### src/rtl/bus2reg_arb_pkg.sv
// Shared types and constants for the Bus2Reg round-robin arbiter.
package bus2reg_arb_pkg;

  typedef enum logic [0:0] {
    ARB_IDLE   = 1'b0,
    ARB_ACTIVE = 1'b1
  } arb_state_t;

  // Read data returned to a requester whose transfer was aborted by timeout.
  localparam logic [31:0] ERR_RDATA = 32'hDEAD_BEEF;

  // Index width for n entries, never narrower than one bit.
  function automatic int idx_width(input int n);
    return (n > 1) ? $clog2(n) : 1;
  endfunction

endpackage

### src/rtl/bus2reg_arbiter_if.sv
// Requester-side and regmap-side signal bundle of the Bus2Reg arbiter.
//
// Handshake semantics: a requester raises req_valid[i] with its command fields
// and holds all of them stable until it sees req_ready[i] high for one cycle;
// req_err and req_rd_data are only meaningful in that cycle. On the regmap
// side the arbiter holds bus_req and the command stable until bus_ready is seen
// with bus_req high; bus_ready while bus_req is low is ignored.
interface bus2reg_arbiter_if #(
  parameter int NUM_REQ    = 2,
  parameter int DATA_WIDTH = 32,
  parameter int ADDR_WIDTH = 32
);
  import bus2reg_arb_pkg::*;

  localparam int GW = idx_width(NUM_REQ);

  // requester side
  logic [NUM_REQ-1:0]            req_valid;
  logic [NUM_REQ-1:0]            req_is_wr;
  logic [NUM_REQ*ADDR_WIDTH-1:0] req_addr;
  logic [NUM_REQ*DATA_WIDTH-1:0] req_wr_data;
  logic [NUM_REQ*DATA_WIDTH-1:0] req_wr_biten;
  logic [NUM_REQ-1:0]            req_ready;
  logic                          req_err;
  logic [DATA_WIDTH-1:0]         req_rd_data;

  // regmap side
  logic                          bus_req;
  logic                          bus_req_is_wr;
  logic [ADDR_WIDTH-1:0]         bus_addr;
  logic [DATA_WIDTH-1:0]         bus_wr_data;
  logic [DATA_WIDTH-1:0]         bus_wr_biten;
  logic                          bus_ready;
  logic [DATA_WIDTH-1:0]         bus_rd_data;
  logic                          bus_req_stall_wr;
  logic                          bus_req_stall_rd;

  // debug
  logic [GW-1:0]                 grant_id;
  arb_state_t                    dbg_state;

  // The arbiter itself.
  modport master (
    input  req_valid, req_is_wr, req_addr, req_wr_data, req_wr_biten,
    output req_ready, req_err, req_rd_data,
    output bus_req, bus_req_is_wr, bus_addr, bus_wr_data, bus_wr_biten,
    input  bus_ready, bus_rd_data, bus_req_stall_wr, bus_req_stall_rd,
    output grant_id, dbg_state
  );

  // The environment: requesters plus regmap.
  modport slave (
    output req_valid, req_is_wr, req_addr, req_wr_data, req_wr_biten,
    input  req_ready, req_err, req_rd_data,
    input  bus_req, bus_req_is_wr, bus_addr, bus_wr_data, bus_wr_biten,
    output bus_ready, bus_rd_data, bus_req_stall_wr, bus_req_stall_rd,
    input  grant_id, dbg_state
  );

endinterface

### src/rtl/bus2reg_arbiter_rr.sv
// Combinational round-robin pick: first set request at or after ptr, circular.
module rr_arbiter #(
  parameter int N  = 2,
  parameter int IW = (N > 1) ? $clog2(N) : 1
) (
  input  logic [N-1:0]  req,
  input  logic [IW-1:0] ptr,
  output logic [N-1:0]  grant_onehot,
  output logic [IW-1:0] grant_idx,
  output logic          any
);

  // Scan N positions starting at ptr and keep the first requester found.
  always_comb begin
    int j;
    grant_onehot = '0;
    grant_idx    = '0;
    any          = 1'b0;
    j            = 0;
    for (int k = 0; k < N; k++) begin
      j = int'(ptr) + k;
      if (j >= N) j = j - N;
      if (!any && req[j]) begin
        any             = 1'b1;
        grant_idx       = IW'(j);
        grant_onehot[j] = 1'b1;
      end
    end
  end

endmodule

### src/rtl/bus2reg_arbiter.sv
// Shares one Bus2Reg regmap port between NUM_REQ requesters, round-robin,
// with stall handling and a timeout that aborts hung transfers.
module bus2reg_arbiter
  import bus2reg_arb_pkg::*;
#(
  parameter int NUM_REQ        = 2,
  parameter int DATA_WIDTH     = 32,
  parameter int ADDR_WIDTH     = 32,
  parameter int TIMEOUT_CYCLES = 256
) (
  input  logic                  ACLK,
  input  logic                  ARESET,
  bus2reg_arbiter_if.master     bus
);

  localparam int GW   = idx_width(NUM_REQ);
  localparam int TW   = (TIMEOUT_CYCLES > 1) ? $clog2(TIMEOUT_CYCLES) : 1;
  localparam int TLIM = (TIMEOUT_CYCLES == 0) ? 0 : TIMEOUT_CYCLES - 1;

  arb_state_t              state_q,    state_d;
  logic [GW-1:0]           rr_ptr_q,   rr_ptr_d;
  logic [GW-1:0]           grant_q,    grant_d;
  logic [NUM_REQ-1:0]      grant_oh_q, grant_oh_d;
  logic                    is_wr_q,    is_wr_d;
  logic [ADDR_WIDTH-1:0]   addr_q,     addr_d;
  logic [DATA_WIDTH-1:0]   wdata_q,    wdata_d;
  logic [DATA_WIDTH-1:0]   biten_q,    biten_d;
  logic [TW-1:0]           tcnt_q,     tcnt_d;

  logic [NUM_REQ-1:0]      arb_onehot;
  logic [GW-1:0]           arb_idx;
  logic                    arb_any;

  logic                    stalled;
  logic                    bus_req_int;
  logic                    complete;
  logic                    timed_out;

  rr_arbiter #(.N(NUM_REQ), .IW(GW)) u_rr (
    .req          (bus.req_valid),
    .ptr          (rr_ptr_q),
    .grant_onehot (arb_onehot),
    .grant_idx    (arb_idx),
    .any          (arb_any)
  );

  // Stall gating, completion and timeout detection for the latched transfer.
  always_comb begin
    stalled     = is_wr_q ? bus.bus_req_stall_wr : bus.bus_req_stall_rd;
    bus_req_int = (state_q == ARB_ACTIVE) && !stalled;
    complete    = bus_req_int && bus.bus_ready;
    timed_out   = (TIMEOUT_CYCLES != 0) && bus_req_int && !bus.bus_ready &&
                  (tcnt_q == TW'(TLIM));
  end

  // Next-state logic: arbitrate and latch in IDLE, track the transfer in ACTIVE.
  always_comb begin
    state_d    = state_q;
    rr_ptr_d   = rr_ptr_q;
    grant_d    = grant_q;
    grant_oh_d = grant_oh_q;
    is_wr_d    = is_wr_q;
    addr_d     = addr_q;
    wdata_d    = wdata_q;
    biten_d    = biten_q;
    tcnt_d     = tcnt_q;
    case (state_q)
      ARB_IDLE: begin
        if (arb_any) begin
          state_d    = ARB_ACTIVE;
          grant_d    = arb_idx;
          grant_oh_d = arb_onehot;
          is_wr_d    = bus.req_is_wr[arb_idx];
          addr_d     = bus.req_addr[arb_idx*ADDR_WIDTH +: ADDR_WIDTH];
          wdata_d    = bus.req_wr_data[arb_idx*DATA_WIDTH +: DATA_WIDTH];
          biten_d    = bus.req_wr_biten[arb_idx*DATA_WIDTH +: DATA_WIDTH];
          tcnt_d     = '0;
          rr_ptr_d   = (arb_idx == GW'(NUM_REQ - 1)) ? '0 : arb_idx + 1'b1;
        end
      end
      ARB_ACTIVE: begin
        if (complete || timed_out) begin
          state_d = ARB_IDLE;
        end else if (bus_req_int) begin
          tcnt_d = tcnt_q + 1'b1;
        end
      end
      default: state_d = ARB_IDLE;
    endcase
  end

  // State and latched-request registers.
  always_ff @(posedge ACLK) begin
    if (ARESET) begin
      state_q    <= ARB_IDLE;
      rr_ptr_q   <= '0;
      grant_q    <= '0;
      grant_oh_q <= '0;
      is_wr_q    <= 1'b0;
      addr_q     <= '0;
      wdata_q    <= '0;
      biten_q    <= '0;
      tcnt_q     <= '0;
    end else begin
      state_q    <= state_d;
      rr_ptr_q   <= rr_ptr_d;
      grant_q    <= grant_d;
      grant_oh_q <= grant_oh_d;
      is_wr_q    <= is_wr_d;
      addr_q     <= addr_d;
      wdata_q    <= wdata_d;
      biten_q    <= biten_d;
      tcnt_q     <= tcnt_d;
    end
  end

  assign bus.bus_req       = bus_req_int;
  assign bus.bus_req_is_wr = is_wr_q;
  assign bus.bus_addr      = addr_q;
  assign bus.bus_wr_data   = wdata_q;
  assign bus.bus_wr_biten  = biten_q;

  // Completion is combinational from bus_ready so a zero-wait regmap
  // finishes in the first ACTIVE cycle.
  assign bus.req_ready   = (complete || timed_out) ? grant_oh_q : '0;
  assign bus.req_err     = timed_out;
  assign bus.req_rd_data = timed_out ? DATA_WIDTH'(ERR_RDATA) : bus.bus_rd_data;

  assign bus.grant_id  = grant_q;
  assign bus.dbg_state = state_q;

endmodule

### src/flat_wrapper.sv
// flat-port wrapper written by rule: the top's interface ports become plain ports
module bus2reg_arbiter_flat import bus2reg_arb_pkg::*;
#(
  parameter int NUM_REQ        = 2,
  parameter int DATA_WIDTH     = 32,
  parameter int ADDR_WIDTH     = 32,
  parameter int TIMEOUT_CYCLES = 256
)
  (ACLK, ARESET, bus_req_valid, bus_req_is_wr, bus_req_addr, bus_req_wr_data, bus_req_wr_biten, bus_req_ready, bus_req_err, bus_req_rd_data, bus_bus_req, bus_bus_req_is_wr, bus_bus_addr, bus_bus_wr_data, bus_bus_wr_biten, bus_bus_ready, bus_bus_rd_data, bus_bus_req_stall_wr, bus_bus_req_stall_rd, bus_grant_id, bus_dbg_state);
  bus2reg_arbiter_if #(.NUM_REQ(NUM_REQ), .DATA_WIDTH(DATA_WIDTH), .ADDR_WIDTH(ADDR_WIDTH)) bus_i ();
  input  logic ACLK;
  input  logic ARESET;
  input wire logic [$bits(bus_i.req_valid)-1:0] bus_req_valid;
  input wire logic [$bits(bus_i.req_is_wr)-1:0] bus_req_is_wr;
  input wire logic [$bits(bus_i.req_addr)-1:0] bus_req_addr;
  input wire logic [$bits(bus_i.req_wr_data)-1:0] bus_req_wr_data;
  input wire logic [$bits(bus_i.req_wr_biten)-1:0] bus_req_wr_biten;
  output wire logic [$bits(bus_i.req_ready)-1:0] bus_req_ready;
  output wire logic [$bits(bus_i.req_err)-1:0] bus_req_err;
  output wire logic [$bits(bus_i.req_rd_data)-1:0] bus_req_rd_data;
  output wire logic [$bits(bus_i.bus_req)-1:0] bus_bus_req;
  output wire logic [$bits(bus_i.bus_req_is_wr)-1:0] bus_bus_req_is_wr;
  output wire logic [$bits(bus_i.bus_addr)-1:0] bus_bus_addr;
  output wire logic [$bits(bus_i.bus_wr_data)-1:0] bus_bus_wr_data;
  output wire logic [$bits(bus_i.bus_wr_biten)-1:0] bus_bus_wr_biten;
  input wire logic [$bits(bus_i.bus_ready)-1:0] bus_bus_ready;
  input wire logic [$bits(bus_i.bus_rd_data)-1:0] bus_bus_rd_data;
  input wire logic [$bits(bus_i.bus_req_stall_wr)-1:0] bus_bus_req_stall_wr;
  input wire logic [$bits(bus_i.bus_req_stall_rd)-1:0] bus_bus_req_stall_rd;
  output wire logic [$bits(bus_i.grant_id)-1:0] bus_grant_id;
  output wire logic [$bits(bus_i.dbg_state)-1:0] bus_dbg_state;
  assign bus_i.req_valid = bus_req_valid;
  assign bus_i.req_is_wr = bus_req_is_wr;
  assign bus_i.req_addr = bus_req_addr;
  assign bus_i.req_wr_data = bus_req_wr_data;
  assign bus_i.req_wr_biten = bus_req_wr_biten;
  assign bus_req_ready = bus_i.req_ready;
  assign bus_req_err = bus_i.req_err;
  assign bus_req_rd_data = bus_i.req_rd_data;
  assign bus_bus_req = bus_i.bus_req;
  assign bus_bus_req_is_wr = bus_i.bus_req_is_wr;
  assign bus_bus_addr = bus_i.bus_addr;
  assign bus_bus_wr_data = bus_i.bus_wr_data;
  assign bus_bus_wr_biten = bus_i.bus_wr_biten;
  assign bus_i.bus_ready = bus_bus_ready;
  assign bus_i.bus_rd_data = bus_bus_rd_data;
  assign bus_i.bus_req_stall_wr = bus_bus_req_stall_wr;
  assign bus_i.bus_req_stall_rd = bus_bus_req_stall_rd;
  assign bus_grant_id = bus_i.grant_id;
  assign bus_dbg_state = bus_i.dbg_state;
  bus2reg_arbiter #(.NUM_REQ(NUM_REQ), .DATA_WIDTH(DATA_WIDTH), .ADDR_WIDTH(ADDR_WIDTH), .TIMEOUT_CYCLES(TIMEOUT_CYCLES)) u_core (.ACLK(ACLK), .ARESET(ARESET), .bus(bus_i));
endmodule
### config.mk
export PLATFORM = sky130hd
export DESIGN_NAME = bus2reg_arbiter_flat
export DESIGN_NICKNAME = d
export VERILOG_FILES = /design/src/rtl/bus2reg_arb_pkg.sv /design/src/rtl/bus2reg_arbiter_if.sv /design/src/rtl/bus2reg_arbiter_rr.sv /design/src/rtl/bus2reg_arbiter.sv /design/src/flat_wrapper.sv
export SDC_FILE = /design/constraint.sdc
export NUM_CORES = 1
export LEC_CHECK = 0
export ABC_AREA = 1
export BUFFER_PORTS_ARGS = -buffer_cell sky130_fd_sc_hd__buf_4
export CORE_AREA = 2 2 142 144
export DETAILED_ROUTE_END_ITERATION = 7
export DIE_AREA = 0 0 144 146
export MAX_ROUTING_LAYER = met4
export PLACE_DENSITY = 0.64
export REMOVE_ABC_BUFFERS = 1
export SLEW_MARGIN = 40
export SYNTH_ARGS = -nofsm -noshare
export SYNTH_HDL_FRONTEND = slang
export SYNTH_SLANG_ARGS = --single-unit
### constraint.sdc
create_clock -name ACLK -period 3.84 [get_ports ACLK]
set_input_delay 0.384 -clock ACLK [delete_from_list [all_inputs] [get_ports ACLK]]
set_output_delay 0.384 -clock ACLK [all_outputs]
set_load 0.005 [all_outputs]
### After elaboration in Yosys (flattened, before gate mapping)

Index checks and enable logic that the tools add are counted.

| storage, ports and cells | value |
|---|---|
| register bits after elaboration | 110 |
| output and inout port bits | 135 |
| logic and storage cells | 74 |
| input port bits | 233 |

| operators by class | value |
|---|---|
| $add $sub $neg | 5 |
| $lt $le $gt $ge | 7 |
| shifts and indexed selects | 3 |
| reductions and logical operators | 13 |
| mux-type cells | 31 |
| bitwise gates (word level) | 2 |
| eq/ne operators | 4 |

Operators with widths:

| cell | number |
|---|---|
| indexed part select 64 x 7 -> 32 bit | 3 |
| two-way mux 32 bit | 3 |
| >= comparator 32 x 1 -> 1 bit, second input constant | 2 |
| < comparator 32 x 3 -> 1 bit, second input constant | 2 |
| two-way mux 8 bit | 3 |
| two-way mux 1 bit | 18 |
| one-hot mux 8 bit (2 select lines) | 1 |
| adder 8 x 1 -> 8 bit, second input constant | 1 |
| equality test 8 bit, second input constant | 1 |
| logical AND 1 bit | 7 |
| two-way mux 2 bit | 3 |
| != test 2 bit, second input constant | 2 |
| zero test 1 bit | 3 |
| AND reduction 3 bit | 1 |
| subtractor 1 x 2 -> 3 bit, second input constant | 1 |
| subtractor 2 x 2 -> 3 bit, second input constant | 1 |
| adder 1 x 1 -> 2 bit, second input constant | 1 |
| demux 1 bit (select 1 bit) | 2 |
| >= comparator 1 x 2 -> 1 bit, second input constant | 1 |
| >= comparator 2 bit, second input constant | 1 |
| < comparator 1 x 2 -> 1 bit, second input constant | 1 |
| != test 2 x 1 -> 1 bit, second input constant | 1 |
| OR 2 bit | 1 |
| one-hot mux 1 bit (2 select lines) | 1 |
| 4 further kinds | 4 |

### Depth between registers and ports, before layout

| logic depth | value |
|---|---|
| depth in word-level cells | 11 |
| mapped depth | 9 |
| mapped depth without buffers | 9 |

### Cells and area by module

A second synthesis with hierarchy kept.

| second synthesis, totals | value |
|---|---|
| cells, all modules | 699 |
| area, all modules | 4,904.7 sq um |

Modules (own cells, without submodules):

| module | instances | area an instance (sq um) | sequential area each (sq um) | cells an instance |
|---|---|---|---|---|
| bus2reg_arbiter | 1 | 4,849.7 | 2,202.1 | 685 |
| rr_arbiter | 1 | 55.1 | 0.0 | 14 |

### Worst setup path after synthesis

No wires, ideal clock.

| timing path | value |
|---|---|
| kind | register to output |
| from | register u_core.tcnt_q[0] |
| to | output port bus_req_rd_data[30] |
| arrival time | 1,349 ps |
| required time | 3,456 ps |
| cell stages (with the launch flop) | 8 |
| slack | 2,107 ps |
| cell sequence | dfxtp_1 ha_1 nand3_1 nor3_1 nand2_1 inv_1 buf_4 or2_2 |

| on the way | value |
|---|---|
| cells in the longest elaborated chain, start to end | 3 |

RTL lines:

| item | line | text |
|---|---|---|
| from (decl) | bus2reg_arbiter.sv:28 | `logic [TW-1:0] tcnt_q, tcnt_d;` |
| from (signal assigned) | bus2reg_arbiter.sv:113 | `tcnt_q <= tcnt_d;` |
| equality test 8 bit | bus2reg_arbiter.sv:53 | `(tcnt_q == TW'(TLIM));` |
| logical AND 1 bit | bus2reg_arbiter.sv:52 | `timed_out = (TIMEOUT_CYCLES != 0) && bus_req_int && !bus.bus_ready &&` |
| named net bus_req_err | flat_wrapper.sv:19 | `output wire logic [$bits(bus_i.req_err)-1:0] bus_req_err;` |
| two-way mux 32 bit | bus2reg_arbiter.sv:127 | `assign bus.req_rd_data = timed_out ? DATA_WIDTH'(ERR_RDATA) : bus.bus_rd_data;` |
| to (decl) | flat_wrapper.sv:20 | `output wire logic [$bits(bus_i.req_rd_data)-1:0] bus_req_rd_data;` |

The timed path passes the listed nets, and every way through them passes these cells.

### Final worst setup path

| timing path | value |
|---|---|
| from | register u_core.tcnt_q[0] |
| to | output port bus_req_rd_data[13] |

| on the way | value |
|---|---|
| cells in the longest elaborated chain, start to end | 3 |

RTL lines:

| item | line |
|---|---|
| equality test 8 bit | bus2reg_arbiter.sv:53 |
| logical AND 1 bit | bus2reg_arbiter.sv:52 |
| two-way mux 32 bit | bus2reg_arbiter.sv:127 |

No other way between the ends.

==> metrics.yaml <==
die_h_um: 146
slew_headroom_pct: 48.01
maxCapViolations: 0
htreeDepth: 3
cp-endpoint: "bus_req_rd_data[13]"
setup_tns_ns: 0
path_cells: "ha_1, nand3_1, nor3_1, nand2_1, inv_1, or2_2, buf_4"
min_period_ns: 2.670
max_freq_mhz: 374.5
p_leak_nw: 4.448
fp.dieW_um: 144
cts_tree: "yes"
vias_per_cell: 4.365
end_kind: "primary output"
crit_path_max_fanout: 33
io_buffers: 367
io_pins: 368
synth_common_cells: "382 x nand2_1, 110 x dfxtp_1, 75 x inv_1, 61 x nand3_1, 47 x a31oi_1"
synth_seq_cells: 110
peakVddDrop_mv: 0.1905
cp.required_ns: 3.46
outcome: "finished clean"
r2r_end: "u_core.bus.bus_wr_data[4]$_SDFFE_PP0P_"
yosysTopAreaCellShare_pct: 43.15
r2r_slack_ns: 1.94
grt_pass1_vias: 5642
setup_violations: 0
dieArea_um2: 21020
antenna_left: 0
use_met3_pct: 4.541
diodes: 0
area_growth_pct: 63.52
synth_area_leaders: "dfxtp_1 43%, nand2_1 28%, nand3_1 6.0%"
skew_ns: 0.01212
clkLatencyLatePin_ns: 0.35
critical_path_depth: 7
worst_slew_pin_slew_ns: 0.7799
start_util_pct: 26.40
crit_path_top_delay_cell: "inv_1"
dr_total_vias: 6120
r2r_cells: 8
layout_worst_path_cycle_share_pct: 69.53
layout.nets: 1366
yosys.area.top_type: "dfxtp_1"
critPathBufInv: 2
finalWirelength_um: 18400
ys_seq_area_share_pct: 43.15
coreArea_um2: 19330
synth_edf_count: 0
synthArstFlopShare_pct: 0
cts_buffers: 9
synthFlopType: "dfxtp_1"
rsz0062_at_grt: "false"
cts_resized: 0
hold_viol_final: 0
cts_buffer_depth: 2
synth_cells: 792
grt_use_met1_pct: 19.66
met2_usage_pct: 29.33
dr.first_iter.drc_count: 242
grt_pass1_wl_um: 28090
syn_area_um2: 5104
place.gp.congestion: 0.8279
power_mw: 2.994
clock-root-buffer: "clkbuf_16"
drc: 0
crit_path_max_incr_delay_ns: 0.52
grt_overflow: 0
rows: 51
syn_avg_cell_area_um2: 6.444
cp_top_family: "simple AND/OR/NAND/NOR gates"
grt.busiest_layer: "met2"
dp_hpwl_um: 13110
worstSetupStartpoint: "u_core.tcnt_q[0]$_SDFFE_PP0P_"
clock_sinks: 110
critPathArrivalTime_ns: 2.29
grt.total_usage_pct: 17.29
synth_cell_types: 20
holdBufCountCts: 0
routedWlPerCell_um: 13.13
antenna_found_initial: 0
pwr_density_cell_nw_per_um2: 358.7
cts_setup_buffers: 0
critPathKind: "flop to primary output"
grt_max_degree: 99
timing.rr.start: "u_core.bus.dbg_state$_SDFF_PP0_"
synth_most_common_cell: "nand2_1"
slew_viol_final: 0
layout-drive-gt1-share_pct: 36.94
cts.clk_slew.worst_paths_ns: 0.08
start_kind: "flop"
yosys_warnings: 0
hold_path.class: "input port to flop"
first_pass_iters: 4
layer usage:
metal | routed length [um] | part of all wire (%)
met1 | 7439 | 40
met2 | 8982 | 49
met3 | 1576 | 8.6
met4 | 403 | 2.2
met5 | 0 | 0
cells by family (layout without fill, tap and decap cells):
family | count (synthesis) | in the layout | synth area share [%]
simple gates | 495 | 495 | 39.42
buf+inv | 123 | 468 | 9.586
flops | 110 | 110 | 43.15
compound gates | 63 | 63 | 7.600
fa+ha+maj | 1 | 1 | 0.2451
worst min path at each step:
stage                                      start                                       end  cells past startpoint
2_1_floorplan  u_core.grant_oh_q[0]$_SDFFE_PP0P_         u_core.grant_oh_q[0]$_SDFFE_PP0P_                      2
3_3_place_gp   u_core.grant_oh_q[1]$_SDFFE_PP0P_         u_core.grant_oh_q[1]$_SDFFE_PP0P_                      2
3_5_place_dp   u_core.grant_oh_q[1]$_SDFFE_PP0P_         u_core.grant_oh_q[1]$_SDFFE_PP0P_                      2
4_1_cts                         bus_req_addr[14]      u_core.bus.bus_addr[14]$_SDFFE_PP0P_                      3
5_1_grt                     bus_req_wr_biten[27]  u_core.bus.bus_wr_biten[27]$_SDFFE_PP0P_                      3
6_report                        bus_req_addr[14]      u_core.bus.bus_addr[14]$_SDFFE_PP0P_                      3
metrics by stage:
step	instance area, um2	cells	worst slack, ns	util (%)	hold slack, ns
after floorplan	4907	747	0.9910	-	0.4393
after global placement	8059	1386	1.566	41.68	0.4534
after detailed placement	8065	1386	1.511	41.71	0.4570
after CTS	8346	1402	1.111	43.16	0.2662
after global routing	8346	1402	0.8785	43.16	0.2798
final	8346	1402	1.170	43.16	0.2834
worst min-delay path, cell delays in order:
cell and delay [ns]:
buf_4 0.07, nand2_1 0.04, a31oi_1 0.10
area by class of cell:
class / count / area (um2)
clock buffer: 9 / 225.2
inverter: 78 / 295.3
multi-input combinational: 559 / 2412
fill: 2048 / 10990
clock inverter: 7 / 55.05
tap: 265 / 331.6
timing repair buffer: 374 / 2824
sequential: 110 / 2202
where the power goes:
part / internal, mW / switching, mW
logic: 0.411 / 0.353
clock network: 0.450 / 0.470
registers: 1.25 / 0.0630
registers in the layout, summed over array words and instances, names as in the netlist:
name                      cells
u_core.bus.bus_addr          32
u_core.bus.bus_wr_biten      32
u_core.bus.bus_wr_data       32
u_core.tcnt_q                 8
u_core.grant_oh_q             2
u_core.bus.bus_req_is_wr      1
u_core.bus.dbg_state          1
u_core.bus.grant_id           1
u_core.rr_ptr_q               1
cells in the final DEF (no fill, tap or decap):
cell and n:
a21oi_1 12, a31oi_1 47, buf_12 1, buf_4 372, buf_6 1, clkbuf_16 9, clkinv_2 2, clkinv_4 1
clkinvlp_4 1, dfxtp_1 110, ha_1 1, inv_1 75, inv_2 2, inv_4 1, inv_6 2, inv_8 1
nand2_1 382, nand3_1 61, nor2_1 24, nor2_4 2, nor3_1 2, o21a_1 1, o21ai_0 2, o21ai_4 1
or2_2 24
Power figures use the tool's default switching activity.
